<file path="config.mk">
export PLATFORM = sky130hd
export DESIGN_NAME = serial_adder_param
export DESIGN_NICKNAME = d
export VERILOG_FILES = /design/src/rtl/serial_adder_param.sv
export SDC_FILE = /design/constraint.sdc
export NUM_CORES = 1
export LEC_CHECK = 0
export CORE_UTILIZATION = 35
export DETAILED_ROUTE_END_ITERATION = 7
export GPL_ROUTABILITY_DRIVEN = 0
export GPL_TIMING_DRIVEN = 0
export SKIP_LAST_GASP = 1
export SYNTH_ARGS = -nofsm -noshare
export SYNTH_HDL_FRONTEND = slang
export SYNTH_SLANG_ARGS = --single-unit
</file>
<file path="constraint.sdc">
create_clock -name clk -period 3.6 [get_ports clk]
set_clock_uncertainty 0.1 [all_clocks]
set_input_delay 0.54 -clock clk [delete_from_list [all_inputs] [get_ports clk]]
set_output_delay 0.54 -clock clk [all_outputs]
set_load 0.02 [all_outputs]
</file>
<file path="src/rtl/serial_adder_param.sv">
// Bit-serial adder/subtractor.
// One full adder processes the operands LSB first, one bit per clock, so a
// WIDTH-bit result takes WIDTH RUN cycles followed by a one-cycle DONE pulse.
//
// Handshake: start is a request that is accepted on any rising edge where
// the block is in IDLE or DONE. In RUN it is ignored. There is no
// backpressure: the result on sum/carry is valid when done=1 and is held
// until the next completion.
module serial_adder_param #(
    parameter int WIDTH = 8
) (
    input  logic             clk,
    input  logic             rst_n,
    input  logic             start,
    input  logic             sub,
    input  logic [WIDTH-1:0] a,
    input  logic [WIDTH-1:0] b,
    input  logic             cin,
    output logic             busy,
    output logic             done,
    output logic [WIDTH-1:0] sum,
    output logic             carry,
    output logic [1:0]       dbg_state
);

    localparam int CW = $clog2(WIDTH);

    localparam logic [1:0] S_IDLE = 2'd0;
    localparam logic [1:0] S_RUN  = 2'd1;
    localparam logic [1:0] S_DONE = 2'd2;

    localparam logic [CW-1:0] LAST_BIT = CW'(WIDTH - 1);

    logic [1:0]       state_q, state_d;
    logic [CW-1:0]    cnt_q,   cnt_d;
    logic [WIDTH-1:0] a_q,     a_d;
    logic [WIDTH-1:0] b_q,     b_d;
    logic             c_q,     c_d;
    logic [WIDTH-1:0] sr_q,    sr_d;
    logic [WIDTH-1:0] sum_q,   sum_d;
    logic             carry_q, carry_d;

    logic             fa_s;
    logic             fa_c;
    logic [WIDTH-1:0] sr_next;

    // Full adder on the current low bits plus the running carry.
    always_comb begin
        fa_s    = a_q[0] ^ b_q[0] ^ c_q;
        fa_c    = (a_q[0] & b_q[0]) | (a_q[0] & c_q) | (b_q[0] & c_q);
        sr_next = {fa_s, sr_q[WIDTH-1:1]};
    end

    // Next-state logic: operand capture, per-bit shifting and result commit.
    always_comb begin
        state_d = state_q;
        cnt_d   = cnt_q;
        a_d     = a_q;
        b_d     = b_q;
        c_d     = c_q;
        sr_d    = sr_q;
        sum_d   = sum_q;
        carry_d = carry_q;

        case (state_q)
            S_IDLE, S_DONE: begin
                if (start) begin
                    // Subtraction is a + ~b + 1: invert b and seed carry with 1.
                    a_d     = a;
                    b_d     = sub ? ~b : b;
                    c_d     = sub ? 1'b1 : cin;
                    cnt_d   = '0;
                    sr_d    = '0;
                    state_d = S_RUN;
                end else begin
                    state_d = S_IDLE;
                end
            end
            S_RUN: begin
                a_d  = a_q >> 1;
                b_d  = b_q >> 1;
                c_d  = fa_c;
                sr_d = sr_next;
                if (cnt_q == LAST_BIT) begin
                    // Last bit: publish the assembled word; counter does not wrap.
                    sum_d   = sr_next;
                    carry_d = fa_c;
                    state_d = S_DONE;
                end else begin
                    cnt_d = cnt_q + 1'b1;
                end
            end
            default: begin
                state_d = S_IDLE;
            end
        endcase
    end

    // State and datapath registers, cleared asynchronously.
    always_ff @(posedge clk or negedge rst_n) begin
        if (!rst_n) begin
            state_q <= S_IDLE;
            cnt_q   <= '0;
            a_q     <= '0;
            b_q     <= '0;
            c_q     <= 1'b0;
            sr_q    <= '0;
            sum_q   <= '0;
            carry_q <= 1'b0;
        end else begin
            state_q <= state_d;
            cnt_q   <= cnt_d;
            a_q     <= a_d;
            b_q     <= b_d;
            c_q     <= c_d;
            sr_q    <= sr_d;
            sum_q   <= sum_d;
            carry_q <= carry_d;
        end
    end

    // Status outputs decoded from the registered state.
    always_comb begin
        busy      = (state_q == S_RUN);
        done      = (state_q == S_DONE);
        sum       = sum_q;
        carry     = carry_q;
        dbg_state = state_q;
    end

endmodule

</file>
# [Word-level counts from Yosys, hierarchy flattened]
# Index checks and enable logic that the tools add are counted.
[totals] ff_bits=39 inputBits=21 output_inout_bits=13 word_cells=45
[classes] addsub=1 eq_ne=6 mux=16 n_bitwise=8 reduce_logical=6
[op_table] operator="$pmux W8 S2" count=3
[op_table] operator="$mux W8" count=4
[op_table] operator="$not A8 Y8" count=1
[op_table] operator="$mux W3" count=2
[op_table] operator="$pmux W3 S2" count=1
[op_table] operator="$ne A2 B2 Y1 const B" count=2
[op_table] operator="$pmux W2 S2" count=1
[op_table] operator="$reduce_and A2 Y1" count=2
[op_table] operator="$add A3 B1 Y3 const B" count=1
[op_table] operator="$and A1 B1 Y1" count=3
[op_table] operator="$eq A3 B3 Y1 const B" count=1
[op_table] operator="$mux W1" count=3
[op_table] operator="$reduce_and A3 Y1" count=1
[op_table] operator="$eq A2 B1 Y1 const B" count=1
[op_table] operator="$eq A2 B2 Y1 const B" count=1
[op_table] operator="$logic_not A2 Y1" count=1
[op_table] operator="$mux W2" count=1
[op_table] operator="$ne A2 B1 Y1 const B" count=1
[op_table] operator="$or A1 B1 Y1" count=2
[op_table] operator="$pmux W1 S2" count=1
[op_table] operator="$reduce_bool A2 Y1" count=1
[op_table] operator="$reduce_or A2 Y1" count=1
[op_table] operator="$xor A1 B1 Y1" count=2

# [Logic depth before layout (Yosys ltp)]
# Gate-level depths: netlist (run 1).
[logic_depth] depth_word=4 ltp_mapped=6 ltp_nobuf=5

# [Worst setup path before layout (run 1)]
# OpenSTA, ideal clock, no wires.
[synth_path] path_kind="register to output" from="register state_q[0], in the netlist dbg_state[0]" to="output port busy" t_arrival_ns=1.029 required_ns=2.960 slack_ns=1.931 path_stages_with_launch=4 path_buffers=2 path_cell_list="dfrtp_1 nor2b_2 buf_6 buf_2"
[synth_between] elab_chain_len=1
[synth_lines] element="start: declaration" line="34" rtl="logic [1:0] state_q, state_d;"
[synth_lines] element="start signal: assignment" line="111" rtl="state_q <= state_d;"
[synth_lines] element="$eq A2 B1 Y1" line="124" rtl="busy = (state_q == S_RUN);"
[synth_lines] element="end: declaration" line="19" rtl="output logic busy,"
# Every way passes these cells.

# [Worst setup path in the final report (run 1)]
# Same ends and word-level chain as after synthesis.

==> flow_metrics.env, run 1 <==
export IMPL_max_slew_worst_pin_slew_ns=0.816
export IMPL_diodes=0
export IMPL_start_util_pct=37.1
export IMPL_drive_above_1_share_pct=16.0
export IMPL_drv_slew=0
export IMPL_track_usage_pct=14.4
export IMPL_avgSynthCellArea_um2=13.2
export IMPL_setup_tns_ns=0
export IMPL_die_x_um=70.4
export IMPL_routedWlPerCell_um=14.0
export IMPL_vias=1108
export IMPL_ys_types=24
export IMPL_ys_ff_latch=38
export IMPL_grt_met1_usage_pct=17.6
export IMPL_die_area_um2=4960
export IMPL_netlist_instances=124
export IMPL_worstPathMaxFanout=10
export IMPL_dp_hpwl_um=2120
export IMPL_grt_pass1_vias=1121
export IMPL_syn_nets=148
export IMPL_path_class="flop to output port"
export IMPL_top_usage_layer="met2"
export IMPL_drc=0
export IMPL_coreArea_um2=4410
export IMPL_grt_max_degree=39
export IMPL_grt_setup_unrepaired="no"
export IMPL_relSlewSlack_pct=45.6
export IMPL_setup_viol=0
export IMPL_mostFrequentLayoutCell="dfrtp_1"
export IMPL_fin_crit_ns=2.56
export IMPL_antenna_found_initial=0
export IMPL_portBuffers=32
export IMPL_clk_latency_ns=0.29
export IMPL_required_ns=2.96
export IMPL_critPathCaptureType="output port"
export IMPL_grt_pass1_wl_um=5430
export IMPL_ctsResizeCount=0
export IMPL_arrival_ns=1.92
export IMPL_synthesis_area_um2=1640
export IMPL_cts_inserted_buffers=5
export IMPL_via_per_inst=5.15
export IMPL_drv_cap=0
export IMPL_num_rows=24
export IMPL_ys_seq_area_share_pct=58.1
export IMPL_power_density_nw_per_um2=845
export IMPL_dr_pass1_iters=4
export IMPL_cts_tree="done"
export IMPL_p_leak_nw=0.981
export IMPL_syn_to_final_growth_pct=27.9
export IMPL_nets=187
export IMPL_period_share_pct=71.0
export IMPL_cts_sinks=38
export IMPL_critPathLaunchType="flop"
export IMPL_clk_path_buf_depth=2
export IMPL_drtIter0Drc=61
export IMPL_root_buffer="clkbuf_8"
export IMPL_globalRoute_totalOverflow=0
export IMPL_ant_nets=0
export IMPL_io_pins=34
export IMPL_holdWs_ns=0.245
export IMPL_yosys_warnings=0
export IMPL_status="completed"
export IMPL_maxClockFrequency_ghz=0.391
export IMPL_final_cell_mix="38 x dfrtp_1, 31 x clkdlybuf4s50_1, 16 x a22o_1"
export IMPL_cts_setup_buffers=0
export IMPL_met2_usage_pct=22.9
export IMPL_hold_buffers=0
export IMPL_finalHoldViolCount=0
export IMPL_irDropWorstVdd_uv=232
export IMPL_dieHeight_um=70.4
export IMPL_clk_pin_slew_ns=0.07
export IMPL_use_met3_pct=5.05
export IMPL_min_path_type="primary input to async pin"
export IMPL_r2r_cells=6
export IMPL_cts_max_level=2
export IMPL_wl_um=3010
layout make-up:
type | instances | area, µm²
plain buffers | 9 | 65.1
fillers | 390 | 2320
flip-flops and latches | 38 | 951
multi-input cells | 74 | 611
repair buffers | 32 | 315
clock buffers | 7 | 76.3
well taps | 52 | 65.1
inverters | 3 | 11.3
power by group:
group,leakage [nW],internal [W],switching (W)
Sequential,0.483,0.000617,0.000116
Combinational,0.460,0.000413,0.000347
Clock,0.0383,0.000133,0.000142
worst paths after layout:
path                       slack, ns         start        to
max                             1.04  dbg_state[0]      busy
min                             0.24         rst_n    sum[2]
max reg2reg                     1.90      cnt_q[0]  cnt_q[1]
min reg2reg                     0.38        a_q[5]    a_q[5]
max in group asynchronous       2.65         rst_n    a_q[4]
min in group clk                0.38        a_q[5]    a_q[5]
worst max-delay path, stage by stage, from the launching register on:
cell and delay [ns]:
dfrtp_1 0.43, nor2b_2 0.18, buf_6 0.14, buf_2 0.23, clkdlybuf4s50_1 0.65
cell usage after synthesis:
cell	number	area share, %
xor2_1	1	0.53
or3b_1	1	0.53
inv_1	3	0.69
mux2_2	9	6.2
nand3_1	3	0.92
xnor2_1	7	3.7
buf_2	4	1.2
nor2b_1	2	0.76
nand2b_1	1	0.38
nand2_1	1	0.23
buf_6	3	2.1
buf_4	1	0.46
clkbuf_1	1	0.23
nor2_1	9	2.1
a21o_1	7	3.2
o21ai_0	3	0.92
a22o_1	16	8.6
nor2_4	1	0.69
ha_1	2	1.5
fa_1	1	1.2
a221o_1	8	4.9
nor2b_2	1	0.53
nand2_2	1	0.38
dfrtp_1	38	58
cells by family (layout without fill, tap and decap cells):
logic type / Yosys count / in the layout / share of synthesized area (%)
mux: 9 / 9 / 6.19
compound gates: 34 / 34 / 17.6
flops: 38 / 38 / 58.1
simple gates: 20 / 20 / 6.49
xor+xnor: 8 / 8 / 4.28
fa+ha+maj: 3 / 3 / 2.75
buf+inv: 12 / 51 / 4.66
metrics by stage:
stage / cell area [µm²] / utilization [%] / total power [W] / setup slack [ns] / instances
after floorplan: 1640 / - / 0.00125 / 1.93 / 124
after global placement: 2020 / 45.8 / 0.00148 / 1.07 / 208
after detailed placement: 2020 / 45.7 / 0.00151 / 1.36 / 208
after CTS: 2090 / 47.4 / 0.00180 / 1.00 / 215
after global routing: 2090 / 47.4 / 0.00190 / 0.924 / 215
final: 2090 / 47.4 / 0.00177 / 1.04 / 215
sequential cells by signal (all words and copies together), names as in the netlist:
name	flops
sr_q	7
dbg_state	2
sum	8
carry	1
a_q	8
c_q	1
cnt_q	3
b_q	8
layer usage:
layer	routed length [µm]	part of all wire [%]
met1	1400	47
met4	33	1.1
met3	140	4.7
met5	0	0
met2	1430	48
Power figures use the tool's default switching activity.
==> run 2, diff against run 1 <==
==> constraint.sdc (replaced) <==
create_clock -name clk -period 2.6 [get_ports clk]
set_clock_uncertainty 0.1 [all_clocks]
set_input_delay 0.39 -clock clk [delete_from_list [all_inputs] [get_ports clk]]
set_output_delay 0.39 -clock clk [all_outputs]
set_load 0.02 [all_outputs]
==> results of run 2 <==
Same layout as run 1 (identical final DEF). Status: completed.
Main changes from that run: setup slack after placement 1.36 ns -> 0.509 ns; setup slack after layout 1.04 ns -> 0.194 ns; hold slack 0.245 ns -> 0.0950 ns; register-to-register setup slack 1.90 ns -> 0.90 ns; total power 0.00177 W -> 0.00245 W; worst IR drop on VDD 232 µV -> 322 µV
==> run 3, diff against run 2 <==
--- a/config.mk
+++ b/config.mk
@@ -10,6 +10,7 @@
 export GPL_ROUTABILITY_DRIVEN = 0
 export GPL_TIMING_DRIVEN = 0
 export SKIP_LAST_GASP = 1
+export SLEW_MARGIN = 20
 export SYNTH_ARGS = -nofsm -noshare
 export SYNTH_HDL_FRONTEND = slang
 export SYNTH_SLANG_ARGS = --single-unit
==> flow_metrics.env, run 3 (synthesis gave the netlist of run 1 again) <==
export IMPL_finalHoldViolCount=0
export IMPL_regArea_um2=951
export IMPL_setup_viol=0
export IMPL_cts_setup_buffers=0
export IMPL_ant_nets=0
export IMPL_setup_tns_ns=0
export IMPL_holdWs_ns=0.380
export IMPL_die_area_um2=4960
export IMPL_min_path_type="flop to flop"
export IMPL_cts_tree="done"
export IMPL_io_pins=34
export IMPL_dp_hpwl_um=2160
export IMPL_die_x_um=70.4
export IMPL_placed_cells=209
export IMPL_required_ns=2.11
export IMPL_grt_pass1_wl_um=5360
export IMPL_fillers=385
export IMPL_power_density_nw_per_um2=1140
export IMPL_power_switching_w=0.000820
export IMPL_multi_input_area_um2=611
export IMPL_p_leak_nw=0.998
export IMPL_antenna_found_initial=0
export IMPL_drc=0
export IMPL_cts_inserted_buffers=5
export IMPL_drtIter0Drc=76
export IMPL_cts_max_level=2
export IMPL_p_seq_share_pct=41.7
export IMPL_root_buffer="clkbuf_8"
export IMPL_cts_sinks=38
export IMPL_critical_path_max_stage_delay_ns=0.65
export IMPL_slowest_stage="clkdlybuf4s50_1"
export IMPL_dr_pass1_iters=4
export IMPL_crit_chain="nor2b_2 > buf_6 > buf_2 > clkdlybuf4s50_1"
export IMPL_nets=189
export IMPL_critPathCaptureType="output port"
export IMPL_coreArea_um2=4410
export IMPL_vias=1112
export IMPL_critPathLaunchType="flop"
export IMPL_start_util_pct=37.1
export IMPL_portBuffers=32
export IMPL_internal_power_w=0.00162
export IMPL_hold_buffers=1
export IMPL_dieHeight_um=70.4
export IMPL_num_rows=24
export IMPL_drive_above_1_share_pct=16.4
export IMPL_globalRoute_totalOverflow=0
export IMPL_mostFrequentLayoutCell="dfrtp_1"
export IMPL_path_class="flop to output port"
export IMPL_routedWlPerCell_um=13.6
export IMPL_swShare_pct=33.7
export IMPL_arrival_ns=1.92
export IMPL_diodes=0
export IMPL_drv_cap=0
export IMPL_grt_pass1_vias=1129
export IMPL_clk_pin_slew_ns=0.07
export IMPL_ctsResizeCount=0
export IMPL_final_cell_mix="38 x dfrtp_1, 31 x clkdlybuf4s50_1, 16 x a22o_1"
export IMPL_status="completed"
export IMPL_wl_um=2940
export IMPL_stdcell_count=217
export IMPL_clk_latency_ns=0.28
export IMPL_fin_crit_ns=2.41
export IMPL_via_per_inst=5.12
export IMPL_worstPathMaxFanout=10
export IMPL_syn_to_final_growth_pct=30.2
export IMPL_power_frac_comb_pct=43.1
export IMPL_grt_max_degree=25
export IMPL_drv_slew=0
export IMPL_clockPowerShare_pct=15.2
export IMPL_maxClockFrequency_ghz=0.416
export IMPL_grt_setup_unrepaired="no"
export IMPL_track_usage_pct=13.9
export IMPL_period_share_pct=92.6
export IMPL_clk_path_buf_depth=2
export IMPL_relSlewSlack_pct=73.6
export IMPL_max_slew_worst_pin_slew_ns=0.396
export IMPL_irDropWorstVdd_uv=360
## run 3: power by group through the flow
stage	sequential [W]	clock (W)	combinational [W]
after floorplan	0.00107	0	0.000666
after global placement	0.00101	0	0.00103
after detailed placement	0.00103	0	0.00107
after CTS	0.00102	0.000385	0.00107
after global routing	0.00106	0.000408	0.00115
final	0.00102	0.000369	0.00105
## run 3: final timing paths
kind,slack (ns),cells after the start,start,to
max in group asynchronous,1.49,3,rst_n,b_q[4]
min in group asynchronous,0.46,2,rst_n,sum[1]
worst min register to register,0.38,1,a_q[3],a_q[3]
worst min-delay path,0.38,1,a_q[3],a_q[3]
worst max-delay path,0.19,4,dbg_state[0],busy
worst max register to register,0.91,6,cnt_q[0],cnt_q[0]
## run 3: critical path, delay by kind of cell, from the launching register on
kind                   cells  cell delay [ns]
buffers and inverters      3             1.02
flip-flops                 1             0.43
AND/OR/NAND/NOR            1             0.18
## run 3: layout make-up
| type | instances | area share (%) |
|---|---|---|
| Sequential cell | 38 | 44.6 |
| Inverter | 3 | 0.528 |
| Clock buffer | 7 | 3.58 |
| Timing Repair Buffer | 34 | 16.5 |
| Multi-Input combinational cell | 74 | 28.6 |
| Tap cell | 52 | 3.05 |
| Buffer | 9 | 3.05 |
## run 3: routing by layer
layer / track usage [%] / wire length [µm] / up-vias
met5: 0 / 0 / -
met3: 4.62 / 139 / 5
li1: - / - / 526
met1: 17.4 / 1380 / 549
met2: 22.2 / 1380 / 32
met4: 5.33 / 48 / 0
## run 3: metrics by stage
stage | util, % | cell area, µm² | power, W | worst slack, ns
floorplan | - | 1640 | 0.00173 | 0.996
global placement | 45.8 | 2020 | 0.00205 | 0.224
detailed placement | 46.3 | 2050 | 0.00210 | 0.493
CTS | 48.3 | 2130 | 0.00248 | 0.153
global route | 48.3 | 2130 | 0.00262 | 0.0755
finish | 48.3 | 2130 | 0.00244 | 0.194
